`src/rtl/tx_burst_scheduler.sv`:
```
// Burst sequencer for signal_gen: starts each frame, releases samples at a programmable DAC
// rate, acknowledges end-of-frame, inserts inter-frame gaps, repeats frames and handles abort.
module tx_burst_scheduler #(
  parameter int unsigned SAMPLE_W = 13,
  parameter int unsigned DIV_W    = 16,
  parameter int unsigned MIN_DIV  = 8
) (
  input  logic                clk,
  input  logic                reset,
  input  logic                start,
  input  logic                abort,
  input  logic [7:0]          repeat_count,
  input  logic [DIV_W-1:0]    gap_cycles,
  input  logic [DIV_W-1:0]    sample_div,
  input  logic                gen_valid,
  input  logic                gen_done,
  input  logic [SAMPLE_W-1:0] gen_i,
  input  logic [SAMPLE_W-1:0] gen_q,
  output logic                gen_enable,
  output logic                gen_reset,
  output logic [SAMPLE_W-1:0] dac_i,
  output logic [SAMPLE_W-1:0] dac_q,
  output logic                dac_strobe,
  output logic                busy,
  output logic                frame_done,
  output logic [7:0]          frames_sent,
  output logic                underrun
);

  localparam logic [DIV_W-1:0] MinDiv = DIV_W'(MIN_DIV);
  localparam logic [DIV_W-1:0] One    = DIV_W'(1);

  typedef enum logic [2:0] {StIdle, StStart, StRun, StAck, StGap, StFin} state_e;

  state_e              state_q, state_d;
  logic [7:0]          rpt_q, rpt_d;
  logic [DIV_W-1:0]    gap_q, gap_d;
  logic [DIV_W-1:0]    div_q, div_d;
  logic [DIV_W-1:0]    tick_cnt_q, tick_cnt_d;
  logic [DIV_W-1:0]    gap_cnt_q, gap_cnt_d;
  logic [7:0]          frames_q, frames_d;
  logic                underrun_q, underrun_d;
  logic [SAMPLE_W-1:0] dac_i_q, dac_i_d;
  logic [SAMPLE_W-1:0] dac_q_q, dac_q_d;
  logic                dac_strobe_q, dac_strobe_d;
  logic                frame_done_q, frame_done_d;
  logic                gen_reset_q, gen_reset_d;

  logic       active;
  logic       tick;
  logic [7:0] frames_inc;

  assign active     = (state_q != StIdle);
  assign tick       = (tick_cnt_q == div_q - One);
  assign frames_inc = frames_q + 8'd1;

  always_comb begin
    state_d      = state_q;
    rpt_d        = rpt_q;
    gap_d        = gap_q;
    div_d        = div_q;
    tick_cnt_d   = '0;
    gap_cnt_d    = gap_cnt_q;
    frames_d     = frames_q;
    underrun_d   = underrun_q;
    dac_i_d      = dac_i_q;
    dac_q_d      = dac_q_q;
    dac_strobe_d = 1'b0;
    frame_done_d = 1'b0;
    gen_reset_d  = 1'b0;
    gen_enable   = 1'b0;

    // Abort overrides everything; the aborted frame is never acknowledged.
    if (abort && active) begin
      state_d     = StIdle;
      gen_reset_d = 1'b1;
      dac_i_d     = '0;
      dac_q_d     = '0;
    end else begin
      unique case (state_q)
        StIdle: begin
          if (start && !abort) begin
            rpt_d      = repeat_count;
            gap_d      = gap_cycles;
            div_d      = (sample_div < MinDiv) ? MinDiv : sample_div;
            frames_d   = '0;
            underrun_d = 1'b0;
            state_d    = StStart;
          end
        end
        StStart: begin
          gen_enable = 1'b1;
          state_d    = StRun;
        end
        StRun: begin
          if (gen_done) begin
            state_d = StAck;
          end else begin
            tick_cnt_d = tick ? '0 : tick_cnt_q + One;
            if (tick) begin
              dac_strobe_d = 1'b1;
              if (gen_valid) begin
                gen_enable = 1'b1;
                dac_i_d    = gen_i;
                dac_q_d    = gen_q;
              end else begin
                underrun_d = 1'b1;
              end
            end
          end
        end
        StAck: begin
          // Single enable here only returns signal_gen from DONE to INITIAL.
          gen_enable   = 1'b1;
          frame_done_d = 1'b1;
          frames_d     = frames_inc;
          gap_cnt_d    = '0;
          if (rpt_q != 8'd0 && frames_inc == rpt_q) begin
            state_d = StFin;
            dac_i_d = '0;
            dac_q_d = '0;
          end else if (gap_q == '0) begin
            state_d = StStart;
          end else begin
            state_d = StGap;
            dac_i_d = '0;
            dac_q_d = '0;
          end
        end
        StGap: begin
          tick_cnt_d   = tick ? '0 : tick_cnt_q + One;
          dac_strobe_d = tick;
          if (gap_cnt_q == gap_q - One) begin
            state_d = StStart;
          end else begin
            gap_cnt_d = gap_cnt_q + One;
          end
        end
        StFin: begin
          state_d = StIdle;
        end
        default: begin
          state_d = StIdle;
        end
      endcase
    end
  end

  always_ff @(posedge clk) begin
    if (reset) begin
      state_q      <= StIdle;
      rpt_q        <= '0;
      gap_q        <= '0;
      div_q        <= '0;
      tick_cnt_q   <= '0;
      gap_cnt_q    <= '0;
      frames_q     <= '0;
      underrun_q   <= 1'b0;
      dac_i_q      <= '0;
      dac_q_q      <= '0;
      dac_strobe_q <= 1'b0;
      frame_done_q <= 1'b0;
      gen_reset_q  <= 1'b0;
    end else begin
      state_q      <= state_d;
      rpt_q        <= rpt_d;
      gap_q        <= gap_d;
      div_q        <= div_d;
      tick_cnt_q   <= tick_cnt_d;
      gap_cnt_q    <= gap_cnt_d;
      frames_q     <= frames_d;
      underrun_q   <= underrun_d;
      dac_i_q      <= dac_i_d;
      dac_q_q      <= dac_q_d;
      dac_strobe_q <= dac_strobe_d;
      frame_done_q <= frame_done_d;
      gen_reset_q  <= gen_reset_d;
    end
  end

  assign gen_reset   = gen_reset_q;
  assign dac_i       = dac_i_q;
  assign dac_q       = dac_q_q;
  assign dac_strobe  = dac_strobe_q;
  assign busy        = active;
  assign frame_done  = frame_done_q;
  assign frames_sent = frames_q;
  assign underrun    = underrun_q;

endmodule

```
`config.mk`:
```
export PLATFORM = sky130hd
export DESIGN_NAME = tx_burst_scheduler
export DESIGN_NICKNAME = d
export VERILOG_FILES = /design/src/rtl/tx_burst_scheduler.sv
export SDC_FILE = /design/constraint.sdc
export NUM_CORES = 1
export LEC_CHECK = 0
export ABC_AREA = 1
export BUFFER_PORTS_ARGS = -buffer_cell sky130_fd_sc_hd__buf_2
export CAP_MARGIN = 20
export CELL_PAD_IN_SITES_DETAIL_PLACEMENT = 0
export CELL_PAD_IN_SITES_GLOBAL_PLACEMENT = 1
export CORE_ASPECT_RATIO = 0.7
export CORE_UTILIZATION = 43
export DETAILED_ROUTE_END_ITERATION = 10
export MAX_ROUTING_LAYER = met4
export PLACE_DENSITY = 0.89
export SLEW_MARGIN = 20
export SYNTH_ARGS = -nofsm -noshare
export SYNTH_HDL_FRONTEND = slang
export SYNTH_SLANG_ARGS = --single-unit
export TNS_END_PERCENT = 50
```
`constraint.sdc`:
```
create_clock -name clk -period 5.8 [get_ports clk]
set_input_delay 0.29 -clock clk [delete_from_list [all_inputs] [get_ports clk]]
set_output_delay 0.29 -clock clk [all_outputs]
set_load 0.02 [all_outputs]
```
# == After elaboration in Yosys (flattened, before gate mapping) ==
# Cells that the tools add are included.
# classes
add_sub_neg,5
n_lt_le_gt_ge,1
n_eq_ne,16
muxes,39
bitwise,1
reduce_logical,20
# ops
op,n
13-bit 2-to-1 mux,8
16-bit 2-to-1 mux,4
16-bit case mux with 2 select lines,2
13-bit case mux with 2 select lines,2
16-bit by 1-bit adder with 16-bit output (second input constant),2
16-bit equality test,2
16-bit by 1-bit subtractor with 16-bit output (second input constant),2
16-bit zero test,1
16-bit by 4-bit < comparator with 1-bit output (second input constant),1
2-bit != test (second input constant),8
8-bit case mux with 2 select lines,1
3-bit 2-to-1 mux,5
3-bit case mux with 5 select lines,1
1-bit 2-to-1 mux,12
3-bit AND reduction,4
8-bit by 1-bit adder with 8-bit output (second input constant),1
8-bit equality test,1
8-bit 2-to-1 mux,1
2-bit nonzero test,4
8-bit nonzero test,1
3-bit by 2-bit equality test with 1-bit output (second input constant),2
1-bit case mux with 2 select lines,3
6-bit AND reduction,1
5-bit AND reduction,1
other kinds (9),12
# totals
reg_bits,113
out_inout_bits,40
wordCells,95

# == Logic depth before layout (Yosys ltp) ==
# depth
depth_word,6
depth_mapped,17
mapped_depth_nobuf,16

# == Worst setup path after synthesis ==
# Ideal clock, no wire load.
# synth_timing
path_kind,register to output
startpoint,register div_q[0]
endpoint,output port gen_enable
arrival_ps,1922
path_slack_ps,3588
stages_incl_launch_ff,15
path_cell_list,dfxtp_1 > inv_1 > ha_1 > nand2_1 > nor2_1 > nand2_1 > nor2_1 > nand2_1 > xor2_1 > inv_1 > nor2_1 > nand2_1 > inv_1 > nand3_1 > a21oi_1
# synth_via
elab_chain_cells,6
# synth_rtl
item,line_no,rtl
"start, declared",38,"logic [DIV_W-1:0] div_q, div_d;"
"start signal, assigned",168,div_q <= div_d;
16-bit by 1-bit subtractor with 16-bit output,54,assign tick = (tick_cnt_q == div_q - One);
16-bit equality test,54,
1-bit 2-to-1 mux,100,if (tick) begin
1-bit 2-to-1 mux,96,if (gen_done) begin
1-bit case mux with 2 select lines,80,unique case (state_q)
1-bit 2-to-1 mux,74,if (abort && active) begin
"end, declared",19,"output logic gen_enable,"
# Every way passes these cells.

# == Final worst setup path ==
# Ends and elaborated chain as after synthesis.

==> summary.txt <==
fin nets: 1163
postcts setup bufs: 0
Clk pwr share: 0.404
fill count: 1537
core area: 14770 µm²
final setup vio count: 0
worst hold path depth: 3
reg2reg path depth: 15
maxcap violations: 0
Finished Cell Area: 7752 µm²
vias in the first global route: 5702
period utilisation layout: 0.5001
Total Power: 2.710 mW
#FFs+latches synth: 113
P&R area growth vs syn: 18.83%
drt drc: 0
CTS tree: yes
Reg clk slew, reported paths: 0.06 ns
Max VDD drop: 0.2093 mV
Fmax achieved: 344.8 MHz
hold buffer count at cts: 0
Initial Util: 0.4418
TNS Setup: 0 ns
CTS sink cnt: 113
Least-Margin Pin Slew: 0.8271 ns
H-tree Lvls: 4
Final Non-Filler Cells: 1294
drt pass-1 iters: 5
nature of the critical path startpoint: flop
commonest cells in the netlist: nand2_1 (256), nor2_1 (141), dfxtp_1 (113)
share of cells above drive strength 1: 0.1611
final worst slack: 2.899 ns
die area: 15680 µm²
Worst setup EP type: primary output
largest net degree at the start of global routing: 67
Hold Path Class: input pin to flop
Tmin final: 2.901 ns
placed cell area: 7136 µm²
Cell variety after synth: 36
Ant. Diodes: 0
final count of hold timing violations: 0
Syn Area/Cell: 6.563 µm²
# rows: 37
Die Span X: 149.2 µm
Sw Ratio: 0.3458
post-CTS sizing: 0
clock latency on the worst-skew pair: 0.41 ns
vias per cell: 4.930
crit path max fanout: 7
die height: 105.1 µm
Root Buffer: clkbuf_16
initial antenna violation count: 0
RSZ-0062 raised after global routing: no
Final Util: 0.5250
Mapped Cells: 994
first-pass GRT wire length: 28310 µm
worst hold slack: 0.1392 ns
Max Slew Vio Count: 0
part of the power in registers: 0.329
status: finished clean
WL/cell: 13.12 µm
FFs w/ async S/R, synth: 0
Post-synth EDFFs: 0
Ports: 112
sw power: 0.9371 mW
number of routed nets with antenna violations: 0
Max Buffers Root-to-Sink: 2
cell area after synthesis: 6524 µm²
dpl hpwl: 11910 µm
count leader, synth: nand2_1
top_reg_cell synth: dfxtp_1
slew margin rel.: 0.4486
critical path data arrival time: 2.61 ns
routability-driven placement congestion ratio: 0.8382
syn_nets: 1071
Vias: 6380
P_int: 1.773 mW
critical path required time: 5.51 ns
clk_skew: 0.01142 ns
Port Buf Inserts: 111
CP Class: flop to primary output
DR iter-0 viols: 430
Num CTS Buffers: 17
Post-Place Cells: 1262
Gate power share: 0.267
gr ovfl total: 0
Leakage: 3.417 nW
Routed WL: 16980 µm
gr usage total: 0.2309
share of the synthesized area in the top cell type: 0.3468
Area contributors post-synth: dfxtp_1 (35%), nand2_1 (15%), nor2_1 (8.1%), a21oi_1 (6.5%), nand3_1 (5.6%)
sequential element share of the synthesized area: 0.3468
dpl ws: 3.189 ns
cell taking the most area after synthesis: dfxtp_1
synth warn: 0
PwrDens: 349.6 nW/µm²
-- critical path: stages, from the launching register on --
cell and delay (ns):
dfxtp_1 0.31, inv_1 0.16, ha_1 0.25, nand2_1 0.09, nor2_1 0.15, nand2_1 0.11, nor2_1 0.13, nand2_1 0.08
xor2_1 0.14, inv_1 0.05, nor2_1 0.17, nand2_1 0.11, inv_1 0.08, nand3_1 0.06, a21oi_1 0.12, buf_2 0.19
-- path summary, 6_finish.rpt --
| path | endpoint | start | slack [ns] |
|---|---|---|---|
| max | gen_enable | div_q[0] | 2.90 |
| min | div_q[9] | sample_div[9] | 0.14 |
| max reg2reg | dac_i[7] | div_q[0] | 3.18 |
| min reg2reg | tick_cnt_q[0] | tick_cnt_q[0] | 0.48 |
-- kinds of logic (layout without fill, tap and decap cells) --
kind of cell | count (synthesis) | after routing | synth area share
fa+ha+maj | 5 | 5 | 0.009590
buf+inv | 133 | 238 | 0.08592
simple gates | 561 | 561 | 0.3847
flops | 113 | 113 | 0.3468
xor+xnor | 50 | 50 | 0.06713
compound gates | 132 | 132 | 0.1059
-- cell type report --
class / count / area, µm² / area share
repair buffers: 114 / 578.1 / 0.07456
multi-input cells: 748 / 3706 / 0.4780
flip-flops and latches: 113 / 2262 / 0.2918
well taps: 195 / 244.0 / 0.03147
inverters: 92 / 345.3 / 0.04454
clock buffers: 18 / 439.2 / 0.05665
clock inverters: 14 / 177.7 / 0.02292
-- power groups by stage --
stage | Combinational [mW] | Sequential (mW) | Clock [mW]
2_1_floorplan | 0.540 | 0.914 | 0
3_3_place_gp | 0.712 | 0.907 | 0
3_5_place_dp | 0.717 | 0.908 | 0
4_1_cts | 0.723 | 0.892 | 1.11
5_1_grt | 0.830 | 0.901 | 1.14
6_report | 0.723 | 0.892 | 1.10
-- flip-flops by register name, summed over array words and instances (netlist names), 3 cells and up --
register and cells:
dac_q 13, gap_q 16, gap_cnt_q 16, frames_sent 8
div_q 16, state_q 3, dac_i 13, rpt_q 8
tick_cnt_q 16
-- layout by cell type (no fill, tap or decap) --
master	n
or2_2	3
o21ai_0	34
nor2_4	6
nor3_1	9
nand3_1	73
inv_1	87
clkinvlp_4	4
nand3_4	3
clkinv_1	1
o21ai_1	1
a21oi_1	85
xnor2_1	18
nand2b_1	1
nand3b_1	12
nand2_1	255
bufinv_16	3
clkinv_4	2
o21bai_1	4
clkbuf_16	17
inv_2	4
clkinv_2	1
nand4_1	32
dfxtp_1	113
a211oi_1	6
buf_2	111
o2111ai_1	1
inv_6	4
xor2_1	32
clkbuf_8	1
buf_4	3
nor4_1	10
nand2_4	1
nor3_4	1
nand2_2	7
a31oi_1	1
nor2_2	6
ha_1	5
nor3b_1	2
nor2_1	140
-- metal layers --
layer | up-vias | part of all wire | wire length [µm] | global-route usage
li1 | 3403 | - | - | -
met1 | 2846 | 0.55 | 9303 | 0.3497
met2 | 119 | 0.40 | 6852 | 0.3083
met3 | 12 | 0.040 | 680 | 0.03668
met4 | 0 | 0.0082 | 140 | 0.06341
met5 | - | 0 | 0 | -
Note: power is estimated with default switching activity, not from simulation.
